$ cat src/rtl/debug_frame_receiver.sv
// Fixed-length debug frame receiver: N payload bytes (MSB byte first) then 8'h0A,
// with resync on a bad terminator and an inter-byte timeout inside a frame.
module debug_frame_receiver #(
    parameter int unsigned DATA_WIDTH    = 8,
    parameter logic [27:0] TIMEOUT_TICKS = 28'd2000000
) (
    input  logic                  clk_in,
    input  logic                  reset,
    input  logic [7:0]            rx_byte,
    input  logic                  rx_byte_valid,
    output logic [DATA_WIDTH-1:0] frame_data,
    output logic                  frame_valid,
    output logic                  frame_error,
    output logic [15:0]           error_count,
    output logic [15:0]           frame_count,
    output logic [2:0]            state
);

    localparam int unsigned NUM_BYTES = DATA_WIDTH / 8;
    localparam int unsigned IDX_W     = (NUM_BYTES > 1) ? $clog2(NUM_BYTES) : 1;
    localparam logic [IDX_W-1:0] LAST_IDX = IDX_W'(NUM_BYTES - 1);
    localparam logic [7:0]       NL       = 8'h0A;

    typedef enum logic [2:0] {
        COLLECT   = 3'b001,
        EXPECT_NL = 3'b010,
        RESYNC    = 3'b100
    } state_t;

    state_t                state_q;
    logic [IDX_W-1:0]      index_q;
    logic [27:0]           timer_q;
    logic [DATA_WIDTH-1:0] shift_q;

    logic        timer_run_c;
    logic [27:0] timer_next_c;
    logic        timeout_c;
    logic        bad_nl_c;

    assign state = state_q;

    // Timer only runs while a frame is partially received; a byte in the timeout cycle wins.
    assign timer_run_c  = ((state_q == COLLECT) && (index_q != '0)) || (state_q == EXPECT_NL);
    assign timer_next_c = timer_q + 28'd1;
    assign timeout_c    = !rx_byte_valid && timer_run_c && (timer_next_c == TIMEOUT_TICKS);
    assign bad_nl_c     = rx_byte_valid && (state_q == EXPECT_NL) && (rx_byte != NL);

    always_ff @(posedge clk_in or posedge reset) begin
        if (reset) begin
            state_q     <= COLLECT;
            index_q     <= '0;
            timer_q     <= '0;
            shift_q     <= '0;
            frame_data  <= '0;
            frame_valid <= 1'b0;
            frame_error <= 1'b0;
            frame_count <= '0;
        end else begin
            frame_valid <= 1'b0;
            frame_error <= 1'b0;
            if (rx_byte_valid) begin
                timer_q <= '0;
                case (state_q)
                    COLLECT: begin
                        shift_q <= (shift_q << 8) | DATA_WIDTH'(rx_byte);
                        if (index_q == LAST_IDX) begin
                            index_q <= '0;
                            state_q <= EXPECT_NL;
                        end else begin
                            index_q <= index_q + IDX_W'(1);
                        end
                    end
                    EXPECT_NL: begin
                        if (rx_byte == NL) begin
                            frame_data  <= shift_q;
                            frame_valid <= 1'b1;
                            frame_count <= frame_count + 16'd1;
                            state_q     <= COLLECT;
                        end else begin
                            frame_error <= 1'b1;
                            state_q     <= RESYNC;
                        end
                    end
                    RESYNC: begin
                        if (rx_byte == NL) begin
                            index_q <= '0;
                            state_q <= COLLECT;
                        end
                    end
                    default: begin
                        index_q <= '0;
                        state_q <= COLLECT;
                    end
                endcase
            end else if (timeout_c) begin
                frame_error <= 1'b1;
                index_q     <= '0;
                timer_q     <= '0;
                state_q     <= COLLECT;
            end else if (timer_run_c) begin
                timer_q <= timer_next_c;
            end
        end
    end

    // Saturating error counter, stepped by the same events that pulse frame_error.
    always_ff @(posedge clk_in or posedge reset) begin
        if (reset) begin
            error_count <= '0;
        end else if ((bad_nl_c || timeout_c) && (error_count != 16'hFFFF)) begin
            error_count <= error_count + 16'd1;
        end
    end

endmodule
$ cat config.mk
export PLATFORM = sky130hd
export DESIGN_NAME = debug_frame_receiver
export DESIGN_NICKNAME = d
export VERILOG_FILES = /design/src/rtl/debug_frame_receiver.sv
export SDC_FILE = /design/constraint.sdc
export NUM_CORES = 1
export LEC_CHECK = 0
export CAP_MARGIN = 30
export CORE_ASPECT_RATIO = 0.75
export CORE_MARGIN = 1.5
export CORE_UTILIZATION = 45
export CTS_CLUSTER_SIZE = 28
export DETAILED_ROUTE_END_ITERATION = 16
export PLACE_DENSITY = 0.7
export SLEW_MARGIN = 10
export SYNTH_ARGS = -nofsm -noshare
export SYNTH_HDL_FRONTEND = slang
export SYNTH_SLANG_ARGS = --single-unit
$ cat constraint.sdc
create_clock -name clk_in -period 2.86 [get_ports clk_in]
set_input_delay 0.572 -clock clk_in [delete_from_list [all_inputs] [get_ports clk_in]]
set_output_delay 0.572 -clock clk_in [all_outputs]
set_load 0.02 [all_outputs]
==> results of run 1 <==
-- Yosys cell counts (5+ instances only) --
library cell | number | share of area, %
dfrtp_1 | 80 | 45
nand2_1 | 68 | 5.8
nand3_1 | 34 | 3.9
nor2_1 | 30 | 2.6
xnor2_1 | 20 | 4.0
mux2_2 | 14 | 3.6
nand4_1 | 14 | 2.0
clkbuf_1 | 13 | 1.1
nor3_1 | 13 | 1.5
xor2_1 | 13 | 2.6
a21oi_1 | 12 | 1.4
o31ai_1 | 11 | 1.9
inv_1 | 10 | 0.85
nor4_1 | 10 | 1.4
and3_1 | 8 | 1.1
o211ai_1 | 7 | 1.2
o21ai_0 | 6 | 0.68
a31oi_1 | 5 | 0.71
-- power by group --
| group | internal (µW) | total [µW] | switching, µW |
|---|---|---|---|
| Clock | 684 | 1190 | 506 |
| Combinational | 432 | 927 | 495 |
| Sequential | 1300 | 1430 | 132 |
| Total | 2410 | 3550 | 1130 |
-- routing by layer --
layer,GRT usage (%),vias up,wire [µm]
met5,0,-,0
met4,5.70,0,159
met3,5.34,22,802
met2,37.8,160,6000
met1,36.5,2037,5990
li1,-,1953,-
-- repair_timing --
item | CTS | global route
pin swaps | 10 | 20
hold buffers | 0 | 0
setup buffers | 7 | 8
hold endpoints to repair | 0 | 0
setup endpoints to repair | 25 | 32
gates resized for setup | 16 | 39
-- worst paths after layout --
| path | cells past startpoint | slack [ps] | endpoint |
|---|---|---|---|
| setup / recovery | 10 | -80 | timer_q[25]$_DFFE_PP0P_ |
| hold reg to reg | 2 | 470 | frame_data[7]$_DFFE_PP0P_ |
| min in group asynchronous | 2 | 610 | frame_count[7]$_DFFE_PP0P_ |
| max in group asynchronous | 3 | 1540 | state[0]$_DFFE_PP1P_ |
| hold / removal | 2 | 470 | frame_data[7]$_DFFE_PP0P_ |
| setup reg to reg | 10 | -80 | timer_q[25]$_DFFE_PP0P_ |
-- logic make-up after synthesis --
group | Yosys count | synth area share [%]
and+or+nand+nor | 216 | 26.5
muxes | 14 | 3.58
DFF | 81 | 46.0
AOI/OAI and AO/OA | 77 | 13.4
adders and majority gates | 3 | 0.852
buffers and inverters | 30 | 3.07
xor gates and xnor gates | 33 | 6.56
-- cell usage in the layout, fill, tap and decap left out, types with 13 or more instances in the layout --
cell and count:
nand2_1 68, clkdlybuf4s50_1 54, nor2_1 28, nand3_1 32, xnor2_1 18, xor2_1 13, dfrtp_1 78, mux2_2 13
nand4_1 14, buf_4 80
-- critical path, cell delays in order (launching register included) --
cell and delay [ps]:
dfrtp_1 520, nand4_4 240, nor3_4 210, nand4_1 220, xnor2_2 250, or4_4 580
o31ai_4 230, buf_6 160, buf_6 140, a31oi_4 40, o22a_1 220
-- registers in the layout, indices dropped and copies added, names as in the netlist --
register and flops:
frame_count 16, frame_data 8, timer_q 28, shift_q 8, frame_error 1, error_count 16
state 3, frame_valid 1
-- through the flow --
step | worst slack, ps | TNS [ps] | total power, µW | cell area, µm² | instances
6_report | -76.8 | -288 | 3550 | 6270 | 726
5_1_grt | -164 | -2620 | 3710 | 6270 | 726
3_3_place_gp | -492 | -11900 | 2260 | 5580 | 695
2_1_floorplan | -18.5 | -23.7 | 1900 | 4420 | 454
4_1_cts | -71.5 | -553 | 3500 | 6010 | 718
3_5_place_dp | -498 | -13560 | 2280 | 5580 | 695
-- cell type report --
type	count	area share, %
clock buffer	9	3.59
inverter	11	0.678
tap	132	2.63
timing repair buffer	143	19.8
multi-input combinational	343	39.7
clock inverter	7	1.24
sequential	81	32.4
==> impl_summary.txt, run 1 <==
----------------------------------------------------
[Run status]
  Outcome ... complete, but fails checks
  Failing checks ... negative setup slack

[Timing]
  Post-route minimum period ... 2940 ps
  Final setup margin ... -76.8 ps
  Rel. slew slack ... 59.0%
  Number of setup violations in the final report ... 8
  Least-Margin Pin Slew ... 614 ps
  Period utilisation layout ... 103%
  Worst setup skew after layout ... 7.05 ps
  Maximum frequency from static timing analysis ... 0.341 GHz
  Final Max Slew Viols ... 0
  RSZ-0062 raised after global routing ... true
  Worst hold slack ... ~470 ps
  Number of hold-slack violations in the final timing report ... 0

[Die]
  Starting density of the core ... 46.0%
  Floorplan die area ... 0.0104 mm²
  Chip Height ... 88.7 µm
  Number of top-level pins ... 56
  Die Span X ... 117 µm
  CORE AREA ... 0.00958 mm²
  Number of cell rows ... 31

[Power and ir drop]
  P per Cell Area ... between 500 and 600 mW/mm²
  Peak supply drop ... 0.000449 V
  LEAKAGE ... ~0.0027 µW

[Synth]
  Avg Cell Area, Syn ... approximately 9.7 µm²
  Fraction of registers with async set/reset ... 100%
  Warnings, synthesis ... 0
  Flops & latches, synth ... 81
  Count of different cell masters after synthesis ... 71
  Post-synthesis sequential area ratio ... 46.0%
  Net count after synthesis ... ~470
  Post-synth top flop ... dfrtp_1
  Cell count after synthesis ... around 450
  Number of enable flip-flop cells after synthesis ... 0
  Post-synthesis instance area ... about 0.0044 mm²

[Final layout]
  Filler Cell Count ... 753
  Area occupied by multi-input gates ... around 0.0025 mm²
  Final standard cell utilization of the core ... between 60 and 70%
  Synth-to-Final Area Change ... 42.3%
  Share of final-layout standard cells stronger than drive strength 1 ... between 20% and 30%
  Count of nets after finishing ... around 600
  Number of diodes added for antenna fixing ... 0
  Register Area ... 0.00203 mm²

[Clocking]
  H-tree depth ... 3
  Skew-Pair Late Insertion Delay ... between 300 and 400 ps
  Num CTS Buffers ... 9
  Number of buffers on the longest clock path ... 2
  TritonCTS clock tree ... done
  Clk sinks ... 81
  Clock Pin Slew Worst Setup and Hold Paths ... 70 ps
  Master cell of the clock root buffer ... clkbuf_16

[Route]
  Via total after detailed routing ... roughly 4200
  DRT Pass-1 Iters ... 5
  Residual antenna-violating net count after detailed routing ... 0
  Vias per cell ... 5.75
  DR WL/cell ... 17.8 µm
  Final Routed Wirelength ... 13000 µm
  Number of design-rule violations left by the first detailed-router iteration ... 316
  DRC violation count after routing ... 0

[Min path]
  Launch point of the worst hold path ... shift_q[7]$_DFFE_PP0P_
  Path type of the worst min-delay path ... register to register

[Critical path]
  Arrival time reported for the critical path endpoint ... 3160 ps
  Required time reported for the critical path endpoint ... 3090 ps
  Category of the critical setup timing path ... register to register
  Critical Path End Type ... register
  Worst flop-to-flop path startpoint ... timer_q[2]$_DFFE_PP0P_
  Kind of launch point of the worst setup path ... register
  Startpoint of the most critical setup path ... timer_q[2]$_DFFE_PP0P_
  Max Fanout on Critical Path ... 7

[Placed design]
  Placed wire-length estimate after detailed placement ... about 9000 µm
  Final RePlAce weighted congestion ... 1.01
  Number of port buffers ... 55

[Global routing]
  Number of antenna violations at the first check in global routing ... 0
  First-pass GRT wire length ... 19800 µm
  Vias in the first global route ... roughly 3900
  Remaining Overflow, GRT ... 0
  Combined global-route utilization of all metal layers ... 24.9%
  Pin count of the biggest net entering global routing ... 36

[Run]
  Maximum Capacitance Violations ... 0

----------------------------------------------------
No activity file was read; power rests on OpenSTA's default activity.
==> run 2, diff against run 1 <==
CORE_MARGIN = 2   (was 1.5)
GPL_TIMING_DRIVEN = 0   (was default)
==> impl_summary.txt, run 2 (synthesis results as in run 1) <==
----------------------------------------------------
[Run status]
  Outcome ... complete, but fails checks
  Failing checks ... negative setup slack

[Global routing]
  Number of antenna violations at the first check in global routing ... 0
  Met1 track demand over resource in global routing ... roughly a third
  Highest-utilization routing layer at the global route stage ... met2
  GR Layer Usage met3 ... about 5.8%
  First-pass GRT wire length ... 21100 µm
  Vias in the first global route ... 3997
  Pin count of the biggest net entering global routing ... 43
  Combined global-route utilization of all metal layers ... 25.0%
  Global-route met2 utilization ... between 30% and 40%
  Remaining Overflow, GRT ... 0

[Run]
  Maximum Capacitance Violations ... 0

[Placed design]
  Placed wire-length estimate after detailed placement ... 8150 µm
  Number of port buffers ... 54
  Final RePlAce weighted congestion ... 0.909

[Power and ir drop]
  Reported net switching power ... 1180 µW
  Switching share of power ... 31.2%
  LEAKAGE ... 0.00268 µW
  P per Cell Area ... ~580 mW/mm²
  Total power after layout ... roughly 3800 µW
  Combinational Power Share ... 25.0%
  Clock Power Share ... between 30% and 40%
  Internal power of the cells ... 2610 µW
  Peak supply drop ... 0.000539 V
  Flop pwr share ... 38.7%

[Die]
  CORE AREA ... 0.00958 mm²
  Floorplan die area ... 0.0106 mm²
  Number of cell rows ... 31
  Die Span X ... 118 µm
  Chip Height ... 89.7 µm
  Starting density of the core ... 46.0%
  Number of top-level pins ... between 50 and 60

[Critical path]
  Cell repeated most along the worst path ... buf_6
  Critical Path End Type ... register
  Kind of launch point of the worst setup path ... register
  Biggest cell delay along the critical path ... between 500 and 600 ps
  Ordered cell list for the critical path ... nand4_1 > buf_6 > nor4_4 > and4_4 > xnor2_4 > or4_4 > o31ai_4 > buf_6 > buf_8 > o21ai_1 > a22o_1
  Category of the critical setup timing path ... register to register
  Required time reported for the critical path endpoint ... 3100 ps
  Max Fanout on Critical Path ... 8
  Arrival time reported for the critical path endpoint ... 3360 ps
  Worst-path cell with the longest stage delay ... or4_4

[Timing]
  Worst setup skew after layout ... 8.63 ps
  Rel. slew slack ... between 40% and 50%
  Post-route minimum period ... 3120 ps
  Final Max Slew Viols ... 0
  Final setup margin ... -261 ps
  Setup tns final ... -4640 ps
  RSZ-0062 raised after global routing ... true
  Least-Margin Pin Slew ... about 850 ps
  Number of hold-slack violations in the final timing report ... 0
  Period utilisation layout ... 109%
  Maximum frequency from static timing analysis ... 0.320 GHz
  Number of setup violations in the final report ... 38

[Final layout]
  Number of diodes added for antenna fixing ... 0
  Max FFs per register ... 28
  Share of final-layout standard cells stronger than drive strength 1 ... 33.0%
  Filler Cell Count ... 708
  Registers with the highest flip-flop counts ... timer_q (28), error_count (16), frame_count (16)
  Synth-to-Final Area Change ... 49.1%
  Most frequent cells in the layout ... nand2_1, dfrtp_1, clkdlybuf4s50_1, buf_4, nand3_1
  Count of nets after finishing ... 585
  Most common cell after layout, fill and taps aside ... nand2_1
  Reg with most FFs ... timer_q

[Route]
  Vias per cell ... 6.04
  DRC violation count after routing ... 0
  DRT Pass-1 Iters ... 5
  Residual antenna-violating net count after detailed routing ... 0
  Number of design-rule violations left by the first detailed-router iteration ... 352
  DR WL/cell ... 19.5 µm
  Via total after detailed routing ... between 4000 and 5000
  Final Routed Wirelength ... 13800 µm

[Clocking]
  TritonCTS clock tree ... done
  Skew-Pair Late Insertion Delay ... ~350 ps
  Num CTS Buffers ... 9
  Number of buffers on the longest clock path ... 2
  Clock Pin Slew Worst Setup and Hold Paths ... 70 ps
  Master cell of the clock root buffer ... clkbuf_16
  Clk sinks ... approximately 80
  Post-CTS Hold Fix Bufs ... 0
  H-tree depth ... 3

[Min path]
  Path type of the worst min-delay path ... register to register

----------------------------------------------------
-- run 2: cell count changes in the layout (fill, tap and decap cells not counted), moves of 4 or more --
cell,before,now
buf_4,80,37
dfrtp_1,78,64
dfrtp_2,2,16
buf_6,8,18
clkbuf_1,0,6
nor4_1,9,5
-- run 2: path summary, 6_finish.rpt --
check | start | endpoint | slack [ps] | cells past startpoint
worst min-delay path | shift_q[7]$_DFFE_PP0P_ | frame_data[7]$_DFFE_PP0P_ | 470 | 2
max in group asynchronous | reset | state[0]$_DFFE_PP1P_ | 1590 | 3
worst min register to register | shift_q[7]$_DFFE_PP0P_ | frame_data[7]$_DFFE_PP0P_ | 470 | 2
worst max-delay path | timer_q[9]$_DFFE_PP0P_ | timer_q[7]$_DFFE_PP0P_ | -260 | 11
worst max register to register | timer_q[9]$_DFFE_PP0P_ | timer_q[7]$_DFFE_PP0P_ | -260 | 11
min in group asynchronous | reset | frame_count[9]$_DFFE_PP0P_ | 620 | 2
-- run 2: repair_timing --
action / CTS / global route
setup endpoints to repair: 53 / 47
pin swaps: 19 / 22
gates resized for setup: 55 / 89
setup buffers: 36 / 18
cloned: 1 / 0
-- run 2: critical path, delay by kind of cell (launching register included) --
| family | cells | cell delay [ps] |
|---|---|---|
| compound gates | 3 | 530 |
| xor+xnor | 1 | 80 |
| buf+inv | 3 | 470 |
| flops | 1 | 440 |
| simple gates | 4 | 1470 |
-- run 2: layer usage --
| metal | vias up | wire length, µm |
|---|---|---|
| met5 | - | 0 |
| li1 | 1920 | - |
| met4 | 0 | 271 |
| met2 | 200 | 6430 |
| met1 | 2119 | 6120 |
| met3 | 36 | 958 |
-- run 2: through the flow --
step                      std cells  util (%)  cell area, µm²  hold WS, ps  setup slack, ps
final                           708      68.6            6570          467             -261
after global routing            708      68.6            6570          492             -279
after CTS                       693      63.0            6030          470             -122
after detailed placement        642      54.0            5170          454             -764
after global placement          640      53.5            5130          443            -1440
after floorplan                 454         -            4420          435            -18.5
-- run 2: cell type report --
| type | count | area, µm² | share of cell area (%) |
|---|---|---|---|
| inverter | 11 | 46.3 | 0.704 |
| clock inverter | 7 | 126 | 1.92 |
| clock buffer | 9 | 225 | 3.43 |
| multi-input combinational | 343 | 2780 | 42.3 |
| buffer | 15 | 121 | 1.85 |
| tap | 132 | 165 | 2.51 |
| timing repair buffer | 110 | 1060 | 16.1 |
| sequential | 81 | 2050 | 31.2 |
-- run 2: power by group through the flow --
stage               sequential (µW)  clock, µW  combinational, µW
global route                   1480       1430               1010
floorplan                      1510          0                386
global placement               1460          0                698
detailed placement             1470          0                717
CTS                            1440       1380                863
finish                         1460       1370                948
